===== src/rtl/mandala_sequencer.sv =====
`default_nettype none
// ============================================================================
//  Module      : mandala_sequencer
//  Description : Frame-synchronous control sequencer for the mandala pattern
//                datapath. It detects the vsync rising edge and, once per
//                frame, applies at most one pending host command. It then
//                advances the pattern phase, base colour and (in SWEEP) the
//                ring-enable rotation. All datapath-facing outputs change only
//                on frame_tick cycles, so a frame is never torn.
//  Revision    : 1.0 - initial release
// ----------------------------------------------------------------------------
//  Parameters
//    STEP          : speed loaded at reset (phase increment per frame), 0..15
//    SWEEP_FRAMES  : frames per ring rotation in SWEEP, 1..255
//  Configuration macro
//    MANDALA_SEQ_SWEEP_EN : builds the SWEEP state and its frame counter.
//                           When undefined, SET_MODE 2 selects RUN.
//  Ports
//    clk           in   pixel clock
//    rst_n         in   asynchronous active-low reset
//    vsync         in   active-high vertical sync
//    cmd_valid     in   command offered
//    cmd_op   [1:0] in  0 SET_MODE, 1 SET_LAYERS, 2 SET_SPEED, 3 SET_PHASE
//    cmd_data [7:0] in  command operand
//    cmd_ready     out  a command can be accepted (single pending slot free)
//    pattern_phase[7:0] out angle offset to the datapath
//    color_base   [5:0] out base colour {R,G,B}
//    layer_en     [7:0] out per-ring enable, bit0 innermost
//    mode         [1:0] out 0 RUN, 1 PAUSE, 2 SWEEP
//    frame_tick    out  one-cycle pulse on each frame update
// ============================================================================
module mandala_sequencer #(
    parameter int STEP         = 1,
    parameter int SWEEP_FRAMES = 30
) (
    input  logic       clk,
    input  logic       rst_n,
    input  logic       vsync,
    input  logic       cmd_valid,
    input  logic [1:0] cmd_op,
    input  logic [7:0] cmd_data,
    output logic       cmd_ready,
    output logic [7:0] pattern_phase,
    output logic [5:0] color_base,
    output logic [7:0] layer_en,
    output logic [1:0] mode,
    output logic       frame_tick
);

    typedef enum logic [1:0] {
        ST_RUN   = 2'd0,
        ST_PAUSE = 2'd1,
        ST_SWEEP = 2'd2
    } state_t;

    localparam logic [1:0] c_op_mode   = 2'd0;
    localparam logic [1:0] c_op_layers = 2'd1;
    localparam logic [1:0] c_op_speed  = 2'd2;

    // Out-of-range parameters are rejected at elaboration time.
    if (STEP < 0 || STEP > 15) begin : g_bad_step
        $error("mandala_sequencer: STEP must be 0..15");
    end
    if (SWEEP_FRAMES < 1 || SWEEP_FRAMES > 255) begin : g_bad_sweep_frames
        $error("mandala_sequencer: SWEEP_FRAMES must be 1..255");
    end

    state_t     r_state;
    logic       r_vs_q;
    logic [3:0] r_speed;
    logic       r_pend_valid;
    logic [1:0] r_pend_op;
    logic [7:0] r_pend_data;

    logic       w_frame_edge;
    state_t     w_state_post;
    logic [7:0] w_layer_post;
    logic [3:0] w_speed_post;
    logic [7:0] w_phase_post;
    logic       w_phase_loaded;
    logic [7:0] w_phase_nxt;
    logic [5:0] w_color_nxt;
    logic [7:0] w_layer_nxt;

`ifdef MANDALA_SEQ_SWEEP_EN
    localparam logic [7:0] c_sweep_last = 8'(SWEEP_FRAMES - 1);
    logic [7:0] r_sweep_cnt;
    logic [7:0] w_sweep_cnt_nxt;
`endif

    assign w_frame_edge = vsync & ~r_vs_q;
    assign mode         = r_state;

    // Frame update: the pending command is applied first, and the advance
    // step below works on the post-command values.
    always_comb begin
        w_state_post   = r_state;
        w_layer_post   = layer_en;
        w_speed_post   = r_speed;
        w_phase_post   = pattern_phase;
        w_phase_loaded = 1'b0;
        if (r_pend_valid) begin
            case (r_pend_op)
                c_op_mode: begin
                    case (r_pend_data[1:0])
                        2'd0:    w_state_post = ST_RUN;
                        2'd1:    w_state_post = ST_PAUSE;
`ifdef MANDALA_SEQ_SWEEP_EN
                        2'd2:    w_state_post = ST_SWEEP;
`else
                        2'd2:    w_state_post = ST_RUN;
`endif
                        default: w_state_post = r_state;  // value 3: consumed, no effect
                    endcase
                end
                c_op_layers: w_layer_post = r_pend_data;
                c_op_speed:  w_speed_post = r_pend_data[3:0];
                default: begin
                    // SET_PHASE replaces this frame's phase advance.
                    w_phase_post   = r_pend_data;
                    w_phase_loaded = 1'b1;
                end
            endcase
        end

        w_phase_nxt = w_phase_post;
        w_color_nxt = color_base;
        w_layer_nxt = w_layer_post;
        if (w_state_post != ST_PAUSE) begin
            if (!w_phase_loaded) begin
                w_phase_nxt = w_phase_post + {4'd0, w_speed_post};
            end
            w_color_nxt = color_base + 6'd1;
        end

`ifdef MANDALA_SEQ_SWEEP_EN
        w_sweep_cnt_nxt = r_sweep_cnt;
        if (w_state_post == ST_SWEEP) begin
            if (r_state != ST_SWEEP) begin
                // The entry frame only restarts the count.
                w_sweep_cnt_nxt = 8'd0;
            end else if (r_sweep_cnt == c_sweep_last) begin
                w_sweep_cnt_nxt = 8'd0;
                // An all-off ring mask would rotate forever as zero, so
                // reseed it with the innermost ring.
                w_layer_nxt = (w_layer_post == 8'h00) ? 8'h01
                                                      : {w_layer_post[6:0], w_layer_post[7]};
            end else begin
                w_sweep_cnt_nxt = r_sweep_cnt + 8'd1;
            end
        end
`endif
    end

    always_ff @(posedge clk or negedge rst_n) begin
        if (!rst_n) begin
            r_state       <= ST_RUN;
            r_vs_q        <= 1'b0;
            r_speed       <= 4'(STEP);
            r_pend_valid  <= 1'b0;
            r_pend_op     <= 2'd0;
            r_pend_data   <= 8'd0;
            cmd_ready     <= 1'b1;
            pattern_phase <= 8'd0;
            color_base    <= 6'd0;
            layer_en      <= 8'hFF;
            frame_tick    <= 1'b0;
`ifdef MANDALA_SEQ_SWEEP_EN
            r_sweep_cnt   <= 8'd0;
`endif
        end else begin
            r_vs_q     <= vsync;
            frame_tick <= w_frame_edge;

            if (w_frame_edge) begin
                r_state       <= w_state_post;
                r_speed       <= w_speed_post;
                pattern_phase <= w_phase_nxt;
                color_base    <= w_color_nxt;
                layer_en      <= w_layer_nxt;
`ifdef MANDALA_SEQ_SWEEP_EN
                r_sweep_cnt   <= w_sweep_cnt_nxt;
`endif
                if (r_pend_valid) begin
                    r_pend_valid <= 1'b0;
                    cmd_ready    <= 1'b1;
                end
            end

            // cmd_ready is low whenever the slot is occupied, so an accept
            // can never coincide with the update that consumes a command.
            // An accept on the frame-edge cycle waits for the next update.
            if (cmd_valid && cmd_ready) begin
                r_pend_valid <= 1'b1;
                r_pend_op    <= cmd_op;
                r_pend_data  <= cmd_data;
                cmd_ready    <= 1'b0;
            end
        end
    end

endmodule
`default_nettype wire


===== config.mk =====
export PLATFORM = sky130hd
export DESIGN_NAME = mandala_sequencer
export DESIGN_NICKNAME = d
export VERILOG_FILES = /design/src/rtl/mandala_sequencer.sv
export SDC_FILE = /design/constraint.sdc
export NUM_CORES = 1
export LEC_CHECK = 0
export CAP_MARGIN = 20
export CORE_MARGIN = 2
export CORE_UTILIZATION = 47
export DETAILED_ROUTE_END_ITERATION = 7
export GPL_TIMING_DRIVEN = 0
export HOLD_SLACK_MARGIN = 0.08
export PLACE_DENSITY = 0.76
export SKIP_LAST_GASP = 1
export SLEW_MARGIN = 20
export SYNTH_ARGS = -nofsm -noshare
export SYNTH_HDL_FRONTEND = slang
export SYNTH_SLANG_ARGS = --single-unit

===== constraint.sdc =====
create_clock -name clk -period 2.2 [get_ports clk]
set_input_delay 0.33 -clock clk [delete_from_list [all_inputs] [get_ports clk]]
set_output_delay 0.33 -clock clk [all_outputs]
set_load 0.1 [all_outputs]

==> flow_metrics.tcl <==
set metrics [dict create \
    area_delta_synth_final_pct 39.4 \
    drv_slew 0 \
    coreArea_sq_mm 0.00441 \
    die_w_um 72.0 \
    grt_pass1_wl_um 8420 \
    grt_max_degree 31 \
    synthFlopType "dfrtp_1" \
    muxShareOfSynthArea 0.147 \
    synth_top_area_share 0.368 \
    clock_skew_ns 0.00428 \
    hold_viol_final 0 \
    r2r.worst_path.cells 10 \
    io_pins 40 \
    synth_xor_area_frac 0.0282 \
    clkSlewWorstSetupHoldPaths_ns 0.08 \
    period_share 1.06 \
    drive_gt1_frac 0.379 \
    synth_area_sq_mm 0.00218 \
    syn_avg_cell_area_sq_um 11.6 \
    dp_hpwl_um 3390 \
    wire_per_inst_um 17.8 \
    finalWirelength_um 5350 \
    ys_top_cells_by_area "dfrtp_1 37%, mux2_2 14%, dfstp_2 12%, nand2_1 2.9%, ha_1 2.9%" \
    first_global_vias 1704 \
    cts_inserted_buffers 5 \
    overflow 0 \
    gp_congestion 0.912 \
    clock-sinks 42 \
    clk_latency_ns 0.30 \
    synthAdderAreaFrac 0.0380 \
    finalInstanceArea_sq_mm 0.00303 \
    ys_ff_latch 42 \
    rsz0062_at_grt "yes" \
    synthMostInstantiatedCell "dfrtp_1" \
    final_antenna_net_count 0 \
    seqPwrFrac 0.354 \
    vias 1714 \
    port_buffers 39 \
    critical_path_arrival_ns 2.52 \
    start_kind "flip-flop" \
    num_antenna_cells 0 \
    cp.required_ns 2.39 \
    power.internal_w 0.00151 \
    power_switching_w 0.00111 \
    drtPass1Iterations 4 \
    cts-root-buf "clkbuf_8" \
    drtIter0Drc 156 \
    yosysWarnings 0 \
    status "finished with violations" \
    h-tree-depth 2 \
    synth_top_family_by_area "simple AND/OR/NAND/NOR gates" \
    ir_drop_mv 0.579 \
    crit_type "reg -> reg" \
    clk_path_buf_depth 2 \
    synth.distinct_cells 43 \
    p_clk_frac 0.244 \
    dieArea_sq_mm 0.00519 \
    synth_top_area_cell "dfrtp_1" \
    combPwrFrac 0.402 \
    cts_tree "done" \
    p_total_w 0.00262 \
    syn_nets 208 \
    grt_usage 0.214 \
    fmax_mhz 430 \
    nNetsFinal 267 \
    setup_viol 6 \
    postLayoutSetupSlackWorst_ns -0.127 \
    p_sw_frac 0.422 \
    dpl_cell_area_sq_mm 0.00267 \
    synth_compound_area_frac 0.112 \
    ys_async_sr_fraction 1.00 \
    drc 0 \
    via_per_inst 5.71 \
    finalCriticalPeriod_ns 2.33 \
    die_h_um 72.0 \
    antenna_found_initial 0 \
    synth.top_cells.by_count "32 x dfrtp_1, 27 x mux2_2, 17 x nand2_1, 12 x nor2_1" \
    synth_edf_count 0 \
    synth_simple_gate_area_frac 0.159 \
    tightest_slew_ns 0.973 \
    slew_headroom 0.349 \
    initial_core_util 0.493 \
    maxCapViolCount 0 \
    hp-class "in -> async" \
    syn-instance-count 188 \
    std_cell_rows 24 \
    crit_fanout 4 \
    power_density_mw_per_mm2 864 \
    p_leak_nw 1.42 \
    violations "setup timing" \
    yosysSeqAreaShare 0.489 \
    crit_path_end_kind "flip-flop" \
]
-- through the flow --
step	hold WS (ns)	worst slack (ns)	setup TNS [ns]	std cells	utilization
after global routing	0.495	-0.188	-0.949	300	0.687
after CTS	0.468	-0.152	-0.700	296	0.661
after floorplan	0.0344	-0.00852	-0.0122	188	-
after global placement	0.459	-0.384	-8.48	279	0.601
final	0.464	-0.127	-0.601	300	0.687
after detailed placement	0.249	-0.197	-0.918	280	0.605
-- metal layers --
metal / routed length [um] / vias to the layer above / part of all wire / GRT usage
met3: 173 / 11 / 0.032 / 0.0389
met1: 2290 / 856 / 0.43 / 0.279
met5: 0 / - / 0 / 0
met4: 125 / 0 / 0.023 / 0.109
li1: - / 797 / - / -
met2: 2750 / 50 / 0.51 / 0.344
-- power groups by stage --
stage               logic [W]  clock network, W  registers [W]
floorplan            0.000190                 0        0.00149
global placement     0.000979                 0       0.000942
detailed placement   0.000993                 0       0.000946
CTS                   0.00103          0.000647       0.000931
global route          0.00110          0.000681       0.000942
finish                0.00105          0.000639       0.000928
-- flip-flops by register name (all words and copies together) (netlist names), named ones only --
signal,count
r_pend_op,2
r_pend_valid,1
pattern_phase,8
r_vs_q,1
r_speed,3
mode,2
frame_tick,1
r_pend_data,8
cmd_ready,1
layer_en,8
color_base,6
-- cells in the final DEF, fill, tap and decap left out, drive strengths merged, types with 4 or more instances in the layout --
cell	Yosys	final
clkdlybuf4s50	0	20
a21oi	11	11
clkbuf	3	10
dlygate4sd2	0	14
buf	7	20
mux2	28	28
nor3	5	5
nor2	12	12
ha	5	5
dlymetal6s2s	0	4
nand2	18	18
dfrtp	32	32
o22a	4	4
and3	5	5
xor2	4	4
nand3	10	10
dfstp	10	10
-- final timing paths --
path	from	endpoint	slack, ns
max	r_pend_op[0]	pattern_phase[3]	-0.13
min	rst_n	r_pend_data[3]	0.46
max reg2reg	r_pend_op[0]	pattern_phase[3]	-0.13
min reg2reg	color_base[5]	color_base[5]	0.47
max in group asynchronous	rst_n	layer_en[4]	1.20
min in group clk	color_base[5]	color_base[5]	0.47
-- logic make-up after synthesis --
| family | after synthesis |
|---|---|
| mux | 28 |
| simple gates | 64 |
| compound gates | 29 |
| buf+inv | 12 |
| flops | 42 |
| xor+xnor | 7 |
| fa+ha+maj | 6 |
-- worst max-delay path, cell delays in order (launching register included) --
cell	delay, ns
dfrtp_2	0.44
nand3b_1	0.24
buf_6	0.17
buf_6	0.11
mux2_4	0.31
ha_4	0.27
buf_6	0.13
nor2_4	0.09
nor2_2	0.04
xor2_1	0.14
o221a_2	0.27
-- layout make-up --
type / count / area [sq um]
sequential: 42 / 1070
buffer: 8 / 51.3
multi-input combinational: 134 / 1210
timing repair buffer: 54 / 517
tap: 52 / 65.1
fill: 319 / 1380
inverter: 2 / 7.51
clock inverter: 1 / 30.0
clock buffer: 7 / 86.3
-- repair_timing --
item,4_1_cts,5_1_grt
resized for setup,31,20
buffers inserted,8,5
endpoints found under the setup margin,21,11
pin swaps,15,12
hold buffers,1,0
endpoints found under the hold margin,9,0
Power figures use the tool's default switching activity.
